[src/rtl/pc_seq_if.sv]
// Fetch-side bundle between the PC sequencer and its front end.
// The front end is the master and drives hit, stall and redirect; the sequencer is the slave.
interface pc_seq_if #(
    parameter int WIDTH = 32,
    parameter int CNT_W = 8
);
    logic             ihit;
    logic             stall;
    logic             redirect_valid;
    logic [WIDTH-1:0] redirect_target;
    logic [WIDTH-1:0] pc_out;
    logic [WIDTH-1:0] pc_next_seq;
    logic             fetch_valid;
    logic [CNT_W-1:0] miss_count;
    logic             misalign_err;

    modport master (
        output ihit, stall, redirect_valid, redirect_target,
        input  pc_out, pc_next_seq, fetch_valid, miss_count, misalign_err
    );

    modport slave (
        input  ihit, stall, redirect_valid, redirect_target,
        output pc_out, pc_next_seq, fetch_valid, miss_count, misalign_err
    );
endinterface

[src/rtl/pc_seq_unit.sv]
// Fetch PC sequencer: BOOT/RUN/MISS state machine with a one-entry pending redirect,
// a saturating miss-cycle counter and a sticky misaligned-target flag.
module pc_seq_unit #(
    parameter int               WIDTH        = 32,
    parameter logic [WIDTH-1:0] RESET_VECTOR = '0,
    parameter int               STEP         = 4,
    parameter int               ALIGN_BITS   = 2,
    parameter int               CNT_W        = 8
) (
    input  logic    clk,
    input  logic    rst,
    pc_seq_if.slave bus
);
    localparam logic [WIDTH-1:0] LOW_MASK = WIDTH'((64'd1 << ALIGN_BITS) - 64'd1);

    typedef enum logic [1:0] {BOOT, RUN, MISS} state_t;

    state_t           state_q, state_d;
    logic [WIDTH-1:0] pc_q, pc_d;
    logic             pend_valid_q, pend_valid_d;
    logic [WIDTH-1:0] pend_target_q, pend_target_d;
    logic [CNT_W-1:0] miss_count_q, miss_count_d;
    logic             misalign_err_q, misalign_err_d;
    logic [WIDTH-1:0] tgt_aligned;
    logic [WIDTH-1:0] pc_seq;

    function automatic logic [CNT_W-1:0] sat_inc(input logic [CNT_W-1:0] v);
        return (&v) ? v : v + CNT_W'(1);
    endfunction

    assign tgt_aligned = bus.redirect_target & ~LOW_MASK;
    assign pc_seq      = pc_q + WIDTH'(STEP);

    always_comb begin
        state_d        = state_q;
        pc_d           = pc_q;
        pend_valid_d   = pend_valid_q;
        pend_target_d  = pend_target_q;
        miss_count_d   = miss_count_q;
        misalign_err_d = misalign_err_q;

        if (bus.redirect_valid && ((bus.redirect_target & LOW_MASK) != '0))
            misalign_err_d = 1'b1;

        case (state_q)
            BOOT: begin
                state_d = RUN;
                if (bus.redirect_valid) begin
                    pend_valid_d  = 1'b1;
                    pend_target_d = tgt_aligned;
                end
            end
            default: begin
                if (bus.redirect_valid && !bus.stall) begin
                    pc_d         = tgt_aligned;
                    pend_valid_d = 1'b0;
                    state_d      = RUN;
                end else if (pend_valid_q && !bus.stall) begin
                    pc_d         = pend_target_q;
                    pend_valid_d = 1'b0;
                    state_d      = RUN;
                end else begin
                    // Reaching here with a redirect means stall is high: park it, newest wins.
                    if (bus.redirect_valid) begin
                        pend_valid_d  = 1'b1;
                        pend_target_d = tgt_aligned;
                    end
                    if (!bus.ihit) begin
                        if (state_q == RUN) begin
                            state_d      = MISS;
                            miss_count_d = '0;
                        end else begin
                            miss_count_d = sat_inc(miss_count_q);
                        end
                    end else begin
                        state_d = RUN;
                        if (!bus.stall) pc_d = pc_seq;
                    end
                end
            end
        endcase
    end

    always_ff @(posedge clk or posedge rst) begin
        if (rst) begin
            state_q        <= BOOT;
            pc_q           <= RESET_VECTOR;
            pend_valid_q   <= 1'b0;
            pend_target_q  <= '0;
            miss_count_q   <= '0;
            misalign_err_q <= 1'b0;
        end else begin
            state_q        <= state_d;
            pc_q           <= pc_d;
            pend_valid_q   <= pend_valid_d;
            pend_target_q  <= pend_target_d;
            miss_count_q   <= miss_count_d;
            misalign_err_q <= misalign_err_d;
        end
    end

    assign bus.pc_out       = pc_q;
    assign bus.pc_next_seq  = pc_seq;
    assign bus.fetch_valid  = bus.ihit & (state_q != BOOT) & ~pend_valid_q;
    assign bus.miss_count   = miss_count_q;
    assign bus.misalign_err = misalign_err_q;
endmodule

[src/flat_wrapper.sv]
// flat-port wrapper written by rule: the top's interface ports become plain ports
module pc_seq_unit_flat 
#(
    parameter int               WIDTH        = 32,
    parameter logic [WIDTH-1:0] RESET_VECTOR = '0,
    parameter int               STEP         = 4,
    parameter int               ALIGN_BITS   = 2,
    parameter int               CNT_W        = 8
)
  (clk, rst, bus_ihit, bus_stall, bus_redirect_valid, bus_redirect_target, bus_pc_out, bus_pc_next_seq, bus_fetch_valid, bus_miss_count, bus_misalign_err);
  pc_seq_if #(.WIDTH(WIDTH), .CNT_W(CNT_W)) bus_i ();
  input  logic clk;
  input  logic rst;
  input wire logic [$bits(bus_i.ihit)-1:0] bus_ihit;
  input wire logic [$bits(bus_i.stall)-1:0] bus_stall;
  input wire logic [$bits(bus_i.redirect_valid)-1:0] bus_redirect_valid;
  input wire logic [$bits(bus_i.redirect_target)-1:0] bus_redirect_target;
  output wire logic [$bits(bus_i.pc_out)-1:0] bus_pc_out;
  output wire logic [$bits(bus_i.pc_next_seq)-1:0] bus_pc_next_seq;
  output wire logic [$bits(bus_i.fetch_valid)-1:0] bus_fetch_valid;
  output wire logic [$bits(bus_i.miss_count)-1:0] bus_miss_count;
  output wire logic [$bits(bus_i.misalign_err)-1:0] bus_misalign_err;
  assign bus_i.ihit = bus_ihit;
  assign bus_i.stall = bus_stall;
  assign bus_i.redirect_valid = bus_redirect_valid;
  assign bus_i.redirect_target = bus_redirect_target;
  assign bus_pc_out = bus_i.pc_out;
  assign bus_pc_next_seq = bus_i.pc_next_seq;
  assign bus_fetch_valid = bus_i.fetch_valid;
  assign bus_miss_count = bus_i.miss_count;
  assign bus_misalign_err = bus_i.misalign_err;
  pc_seq_unit #(.WIDTH(WIDTH), .RESET_VECTOR(RESET_VECTOR), .STEP(STEP), .ALIGN_BITS(ALIGN_BITS), .CNT_W(CNT_W)) u_core (.clk(clk), .rst(rst), .bus(bus_i));
endmodule
[config.mk]
export PLATFORM = sky130hd
export DESIGN_NAME = pc_seq_unit_flat
export DESIGN_NICKNAME = d
export VERILOG_FILES = /design/src/rtl/pc_seq_if.sv /design/src/rtl/pc_seq_unit.sv /design/src/flat_wrapper.sv
export SDC_FILE = /design/constraint.sdc
export NUM_CORES = 1
export LEC_CHECK = 0
export ABC_AREA = 1
export BUFFER_PORTS_ARGS = -buffer_cell sky130_fd_sc_hd__buf_2
export CELL_PAD_IN_SITES_DETAIL_PLACEMENT = 1
export CELL_PAD_IN_SITES_GLOBAL_PLACEMENT = 2
export CORE_ASPECT_RATIO = 2
export CORE_MARGIN = 2
export CORE_UTILIZATION = 27
export DETAILED_ROUTE_END_ITERATION = 10
export HOLD_SLACK_MARGIN = 0.02
export PLACE_DENSITY_LB_ADDON = 0.1
export SLEW_MARGIN = 10
export SYNTH_ARGS = -nofsm -noshare
export SYNTH_HDL_FRONTEND = slang
export SYNTH_SLANG_ARGS = --single-unit
[constraint.sdc]
create_clock -name clk -period 1.94 [get_ports clk]
set_input_delay 0.097 -clock clk [delete_from_list [all_inputs] [get_ports clk]]
set_output_delay 0.097 -clock clk [all_outputs]
set_load 0.1 [all_outputs]
==> results of run 1 <==
==> through the flow <==
stage	TNS (ps)	util
final	-49.0	0.427
after global routing	-1330	0.427
after CTS	-311	0.412
after detailed placement	0	0.366
after global placement	0	0.366
after floorplan	-24730	-
==> cell usage after synthesis <==
master,instances
a21oi_1,42
a21oi_2,4
a22oi_1,3
a22oi_2,1
and2_1,3
buf_2,10
buf_4,8
buf_6,5
clkbuf_1,3
conb_1,1
dfrtp_1,72
ha_1,2
inv_1,70
inv_2,1
mux2_2,23
nand2_1,165
nand2_2,5
nand2_4,2
nand3_1,38
nand3_2,2
nand3b_1,3
nand4_1,3
nor2_1,56
nor2_2,5
nor2_4,10
nor3_1,4
o211ai_1,2
o21ai_0,45
o21ai_1,3
o21ai_4,1
o21bai_1,3
o22ai_1,1
o31ai_1,1
o31ai_2,1
or2_2,1
xnor2_1,4
xor2_1,6
xor2_2,1
==> where the power goes <==
| part | internal (mW) | switching, mW |
|---|---|---|
| clock network | 0.933 | 0.688 |
| registers | 1.84 | 0.387 |
| logic | 1.86 | 4.79 |
| total | 4.64 | 5.87 |
==> sequential cells by signal, summed over array words and instances (netlist names) <==
register	flops
u_core.bus.miss_count	8
u_core.bus.misalign_err	1
u_core.bus.pc_out	30
u_core.pend_target_q	30
u_core.pend_valid_q	1
u_core.state_q	2
==> layout make-up <==
| cell class | count | area, sq um |
|---|---|---|
| fill | 2022 | 9560 |
| tap | 207 | 259 |
| timing repair buffer | 186 | 1650 |
| clock buffer | 13 | 260 |
| multi-input combinational | 444 | 2830 |
| sequential | 72 | 1830 |
| clock inverter | 3 | 17.5 |
| inverter | 71 | 270 |
==> worst paths after layout <==
path	endpoint	slack (ps)
max in group asynchronous	u_core.bus.pc_out[12]	1180
max reg2reg	u_core.bus.pc_out[28]	50
max	bus_pc_next_seq[13]	-30
min	u_core.pend_target_q[30]	20
min in group asynchronous	u_core.pend_valid_q	380
min reg2reg	u_core.bus.misalign_err	460
==> cell families (layout without fill, tap and decap cells) <==
family	Yosys count	count (layout)	synth area share
other	1	4	0.000822
adders and majority gates	2	2	0.00548
buffers and inverters	97	273	0.0974
AOI/OAI and AO/OA	107	107	0.132
xor gates and xnor gates	11	11	0.0228
muxes	23	23	0.0568
DFF	72	72	0.395
and+or+nand+nor	297	297	0.290
==> critical path, delay by kind of cell, from the launching register on <==
kind          cells  cell delay, ps
flops             1             420
xor+xnor          1             210
simple gates      3             560
buf+inv           2             320
==> what timing repair did <==
action                                 CTS  global route
buffers inserted                        17            17
pin swaps                               15            28
hold buffers                            23             0
resized for setup                       40            35
endpoints found under the hold margin   93             0
setup endpoints to repair               22            25
==> metal layers <==
layer  part of all wire  track usage
met1               0.35        0.225
met2               0.58        0.427
met3              0.033       0.0382
met4              0.034       0.0918
met5                  0            0
==> metrics.md, run 1 <==
| Metric | Value |
|---|---|
| Outcome | `finished, violations left` |
| Failing checks | `negative setup slack` |
| Pwr dens | `1480 nW/um^2` |
| Diode count | `0` |
| P&R area growth vs syn | `56.0%` |
| Initial DRC count | `110` |
| Hold Crit Depth | `2` |
| Worst setup margin | `-25.4 ps` |
| Initial Utilization | `0.273` |
| DP HPWL | `14.5 mm` |
| Vias after detailed routing | `4,804` |
| WP data arrival | `1870 ps` |
| Worst-margin pin slew | `695 ps` |
| RSZ-0062 raised after global routing | `true` |
| Fin crit period | `1970 ps` |
| Final period util | `1.01` |
| #FFs+latches synth | `72` |
| Final instance area | `7120 sq um` |
| Most frequent cells in the layout | `nand2_1 (128), buf_2 (80), inv_1 (66)` |
| Share of layout cells above drive strength 1 | `0.418` |
| Final Hold Viols | `0` |
| Cts bufs inserted | `9` |
| Vias in the first global route | `5,097` |
| Hold WS | `21.0 ps` |
| F_max | `509 MHz` |
| Yosys warnings | `0` |
| Post-place instance area | `6110 sq um` |
| Post-route ant nets | `0` |
| Crit path launch type | `flop` |
| Cell mode on critical path | `nor2_4` |
| Unique masters post-synth | `38` |
| Vias per cell | `4.82` |
| Clock slew at reported path FFs | `60 ps` |
| DRC viols | `0` |
| CP required | `1840 ps` |
| Die width | `95.9 um` |
| Grt ovf | `0` |
| Power, Total | `10.5 mW` |
| Lkg Pwr | `3.34 nW` |
| Synth area leaders | `dfrtp_1 (39%), nand2_1 (14%), inv_1 (5.8%), mux2_2 (5.7%), o21ai_0 (4.9%)` |
| First-pass GRT wire length | `29.4 mm` |
| Total Wirelength | `19.4 mm` |
| H-Tree Depth | `3` |
| Slew Viols, Final | `0` |
| CTS tree | `done` |
| Worst path slowest cell | `dfrtp_2` |
| Number of buffer cells added on primary ports | `106` |
| Clk buf depth | `2` |
| First-pass DRT Iterations | `4` |
| Hold path start | `bus_redirect_target[30]` |
| Worst reg2reg path depth | `14` |
| Clock skew | `6.91 ps` |
| Cells along the critical path | `clkinvlp_4 > nor2_4 > nand2_4 > nor2_4 > xor2_4 > buf_12` |
| Worst VDD drop | `818 uV` |
| Max Cap Viol | `0` |
| Max FO, Critical Path | `5` |
| Die area | `18,000 sq um` |
| CP peak stage delay | `420 ps` |
| Synth Cell Area | `4560 sq um` |
| Largest net degree at the start of global routing | `73` |
| Cells after synthesis | `610` |
| Finish-stage setup viols | `3` |
| Final nets | `823` |
| Synth Area per Inst | `7.48 sq um` |
| Hold Crit Class | `in -> reg` |
| Crit. End Element | `primary output` |
| Inst Count DP | `923` |
| # clock sinks | `72` |
| CP startpoint | `u_core.bus.pc_out[2]` |
| Root Buffer | `clkbuf_16` |
| Slew margin rel. | `0.536` |
| Post-synthesis sequential area ratio | `0.395` |
| Wire per inst | `19.5 um` |
| Cell Rows | `67` |
| Core area | `16,700 sq um` |
| Placer congestion estimate | `0.870` |
| WS Path Type | `reg -> out` |
| Global Route Usage Sum | `0.222` |
| Pre-CTS setup slack | `144 ps` |
| Commonest non-fill, non-tap cell in the layout | `nand2_1` |
| Die height | `188 um` |
| Critical R2R Launch | `u_core.bus.pc_out[2]` |
| Initial antenna violation count | `0` |
| Area leader, netlist | `dfrtp_1` |
| Post-Layout Cell Count | `996` |
| Yosys top cell area share | `0.395` |
| Clk_lat worst skew | `350 ps` |
| IO Count | `111` |
No activity file was read; power rests on OpenSTA's default activity.
==> inputs of run 2 (changes only) <==
--- a/config.mk
+++ b/config.mk
@@ -14,8 +14,8 @@
 export CORE_UTILIZATION = 27
 export DETAILED_ROUTE_END_ITERATION = 10
 export HOLD_SLACK_MARGIN = 0.02
-export PLACE_DENSITY_LB_ADDON = 0.1
-export SLEW_MARGIN = 10
+export PLACE_DENSITY = 0.85
+export SLEW_MARGIN = 25
 export SYNTH_ARGS = -nofsm -noshare
 export SYNTH_HDL_FRONTEND = slang
 export SYNTH_SLANG_ARGS = --single-unit
==> metrics.md, run 2 (synthesized netlist as in run 1, its figures left out) <==
| Metric | Value |
|---|---|
| Outcome | `finished, violations left` |
| Failing checks | `negative setup slack` |
| Clk_lat worst skew | `350 ps (about the same)` |
| Post-Layout Cell Count | `990 (-0.60%)` |
| Multi-input gate area | `2850 sq um (+0.97%)` |
| Cts bufs inserted | `9 (unchanged)` |
| Cell Rows | `67 (unchanged)` |
| Inst Count DP | `921 (-0.22%)` |
| Vias per cell | `4.87 (+0.88%)` |
| Die area | `18,000 sq um (unchanged)` |
| Worst-margin pin slew | `531 ps (-164 ps)` |
| Wire per inst | `18.4 um (-5.3%)` |
| CP required | `1840 ps (about the same)` |
| Die width | `95.9 um (unchanged)` |
| Grt ovf | `0 (unchanged)` |
| Final TNS setup | `-278 ps (-229 ps)` |
| Final Hold Viols | `0 (unchanged)` |
| Die height | `188 um (unchanged)` |
| Worst VDD drop | `891 uV (+8.9%)` |
| Switching share of power | `0.549 (-0.00988)` |
| Placer congestion estimate | `0.817 (-6.1%)` |
| Clock share of power | `0.170 (+0.016)` |
| # clock sinks | `72 (unchanged)` |
| WS Path Type | `reg -> out` |
| Worst setup margin | `-49.7 ps (-24.3 ps)` |
| FF-to-FF setup slack | `140 ps (+90 ps)` |
| Slew Viols, Final | `0 (unchanged)` |
| Power Internal | `4.80 mW (+3.6%)` |
| Crit path launch type | `flop` |
| F_max | `503 MHz (-1.2%)` |
| Post-route ant nets | `0 (unchanged)` |
| Most frequent cells in the layout | `nand2_1 (129), buf_2 (80), inv_1 (65)` |
| Hold Crit Class | `in -> reg` |
| Clock skew | `12.0 ps (+5.06 ps)` |
| Crit. End Element | `primary output` |
| Initial antenna violation count | `0 (unchanged)` |
| Slew margin rel. | `0.646 (+0.110)` |
| Net load switching power | `5.84 mW (-0.50%)` |
| Pwr dens | `1490 nW/um^2 (+1.2%)` |
| IO Count | `111 (unchanged)` |
| Finish-stage setup viols | `9 (+6)` |
| Lkg Pwr | `3.33 nW (-0.33%)` |
| Share of layout cells above drive strength 1 | `0.421 (+0.00320)` |
| P&R area growth vs syn | `56.2% (about the same)` |
| Max FO, Critical Path | `5 (unchanged)` |
| Largest net degree at the start of global routing | `73 (unchanged)` |
| First-pass DRT Iterations | `4 (unchanged)` |
| DP HPWL | `13.2 mm (-8.5%)` |
| Filler cells | `1,992 (-1.5%)` |
| Storage cell area | `1830 sq um (about the same)` |
| Final nets | `817 (-0.73%)` |
| Final period util | `1.03 (+0.0125)` |
| H-Tree Depth | `3 (unchanged)` |
| Clock slew at reported path FFs | `60 ps (about the same)` |
| Combinational share of power | `0.620 (-0.014)` |
| DRC viols | `0 (unchanged)` |
| Sequential Power Share | `0.210 (-0.002)` |
| Max Cap Viol | `0 (unchanged)` |
| CTS tree | `done` |
| Commonest non-fill, non-tap cell in the layout | `nand2_1` |
| RSZ-0062 raised after global routing | `true` |
| Initial DRC count | `185 (+68%)` |
| Clk buf depth | `2 (unchanged)` |
| Fin crit period | `1990 ps (+24.3 ps)` |
| Vias in the first global route | `5,319 (+4.4%)` |
| Vias after detailed routing | `4,817 (+0.27%)` |
| Total Wirelength | `18.2 mm (-5.9%)` |
| Root Buffer | `clkbuf_16` |
| Core area | `16,700 sq um (unchanged)` |
| First-pass GRT wire length | `28.4 mm (-3.3%)` |
| Global Route Usage Sum | `0.211 (-0.0120)` |
| WP data arrival | `1890 ps (+20 ps)` |
| Initial Utilization | `0.273 (unchanged)` |
| Number of buffer cells added on primary ports | `106 (unchanged)` |
| Diode count | `0 (unchanged)` |
## run 2: changes by cell type in the layout (fill, tap and decap cells not counted), sizes merged
cell	before	now
buf	163	157
clkbuf	13	11
clkinvlp	2	3
bufinv	0	2
inv	70	69
## run 2: final cells by class
cell class / instances / share of cell area
tap: 207 / 0.0364
multi-input combinational: 444 / 0.400
timing repair buffer: 180 / 0.223
inverter: 71 / 0.0388
sequential: 72 / 0.257
clock buffer: 11 / 0.0327
clock inverter: 5 / 0.0114
## run 2: metrics by stage
| step | worst slack [ps] | cell area [sq um] | hold slack (ps) | total power [mW] | utilization |
|---|---|---|---|---|---|
| after global routing | -145 | 7120 | 26.5 | 11.1 | 0.427 |
| after detailed placement | 52.0 | 6050 | 218 | 8.37 | 0.363 |
| final | -49.7 | 7120 | 32.4 | 10.6 | 0.427 |
| after floorplan | -911 | 4880 | 228 | 6.65 | - |
| after global placement | 82.3 | 6050 | 217 | 8.28 | 0.363 |
| after CTS | -81.3 | 6850 | 25.3 | 10.5 | 0.411 |
## run 2: power groups by stage
stage	Combinational [mW]	Sequential, mW	Clock [mW]
after floorplan	3.04	3.62	0
after global placement	6.04	2.24	0
after detailed placement	6.10	2.27	0
after CTS	6.37	2.25	1.85
after global routing	6.89	2.28	1.93
final	6.60	2.23	1.81
## run 2: metal layers
layer | track usage | part of all wire | vias to the layer above
met5 | 0 | 0 | -
li1 | - | - | 2276
met2 | 0.401 | 0.58 | 103
met3 | 0.0281 | 0.033 | 31
met1 | 0.216 | 0.35 | 2407
met4 | 0.0973 | 0.033 | 0
## run 2: timing repair
item | CTS | global route
gates resized for setup | 45 | 47
setup endpoints to repair | 23 | 25
hold endpoints to repair | 93 | 0
hold buffers | 23 | 0
pin swaps | 12 | 16
buffers inserted | 15 | 17
## run 2: worst paths after layout
path                                         start  cells after the start                       end
setup / recovery              u_core.bus.pc_out[2]                      8       bus_pc_next_seq[25]
hold / removal             bus_redirect_target[31]                      2  u_core.pend_target_q[31]
setup reg to reg              u_core.bus.pc_out[2]                     12     u_core.bus.pc_out[28]
hold reg to reg            u_core.bus.misalign_err                      2   u_core.bus.misalign_err
max in group asynchronous                      rst                      4     u_core.bus.pc_out[11]
min in group asynchronous                      rst                      4  u_core.pend_target_q[20]
## run 2: worst max-delay path, stage by stage, from the launching register on
cell and delay, ps:
dfrtp_2 430, clkinvlp_4 130, nor2_4 180, nand2_4 130, nor2_4 230, nand2_1 100
nand2_2 130, nand2_8 60, buf_12 160
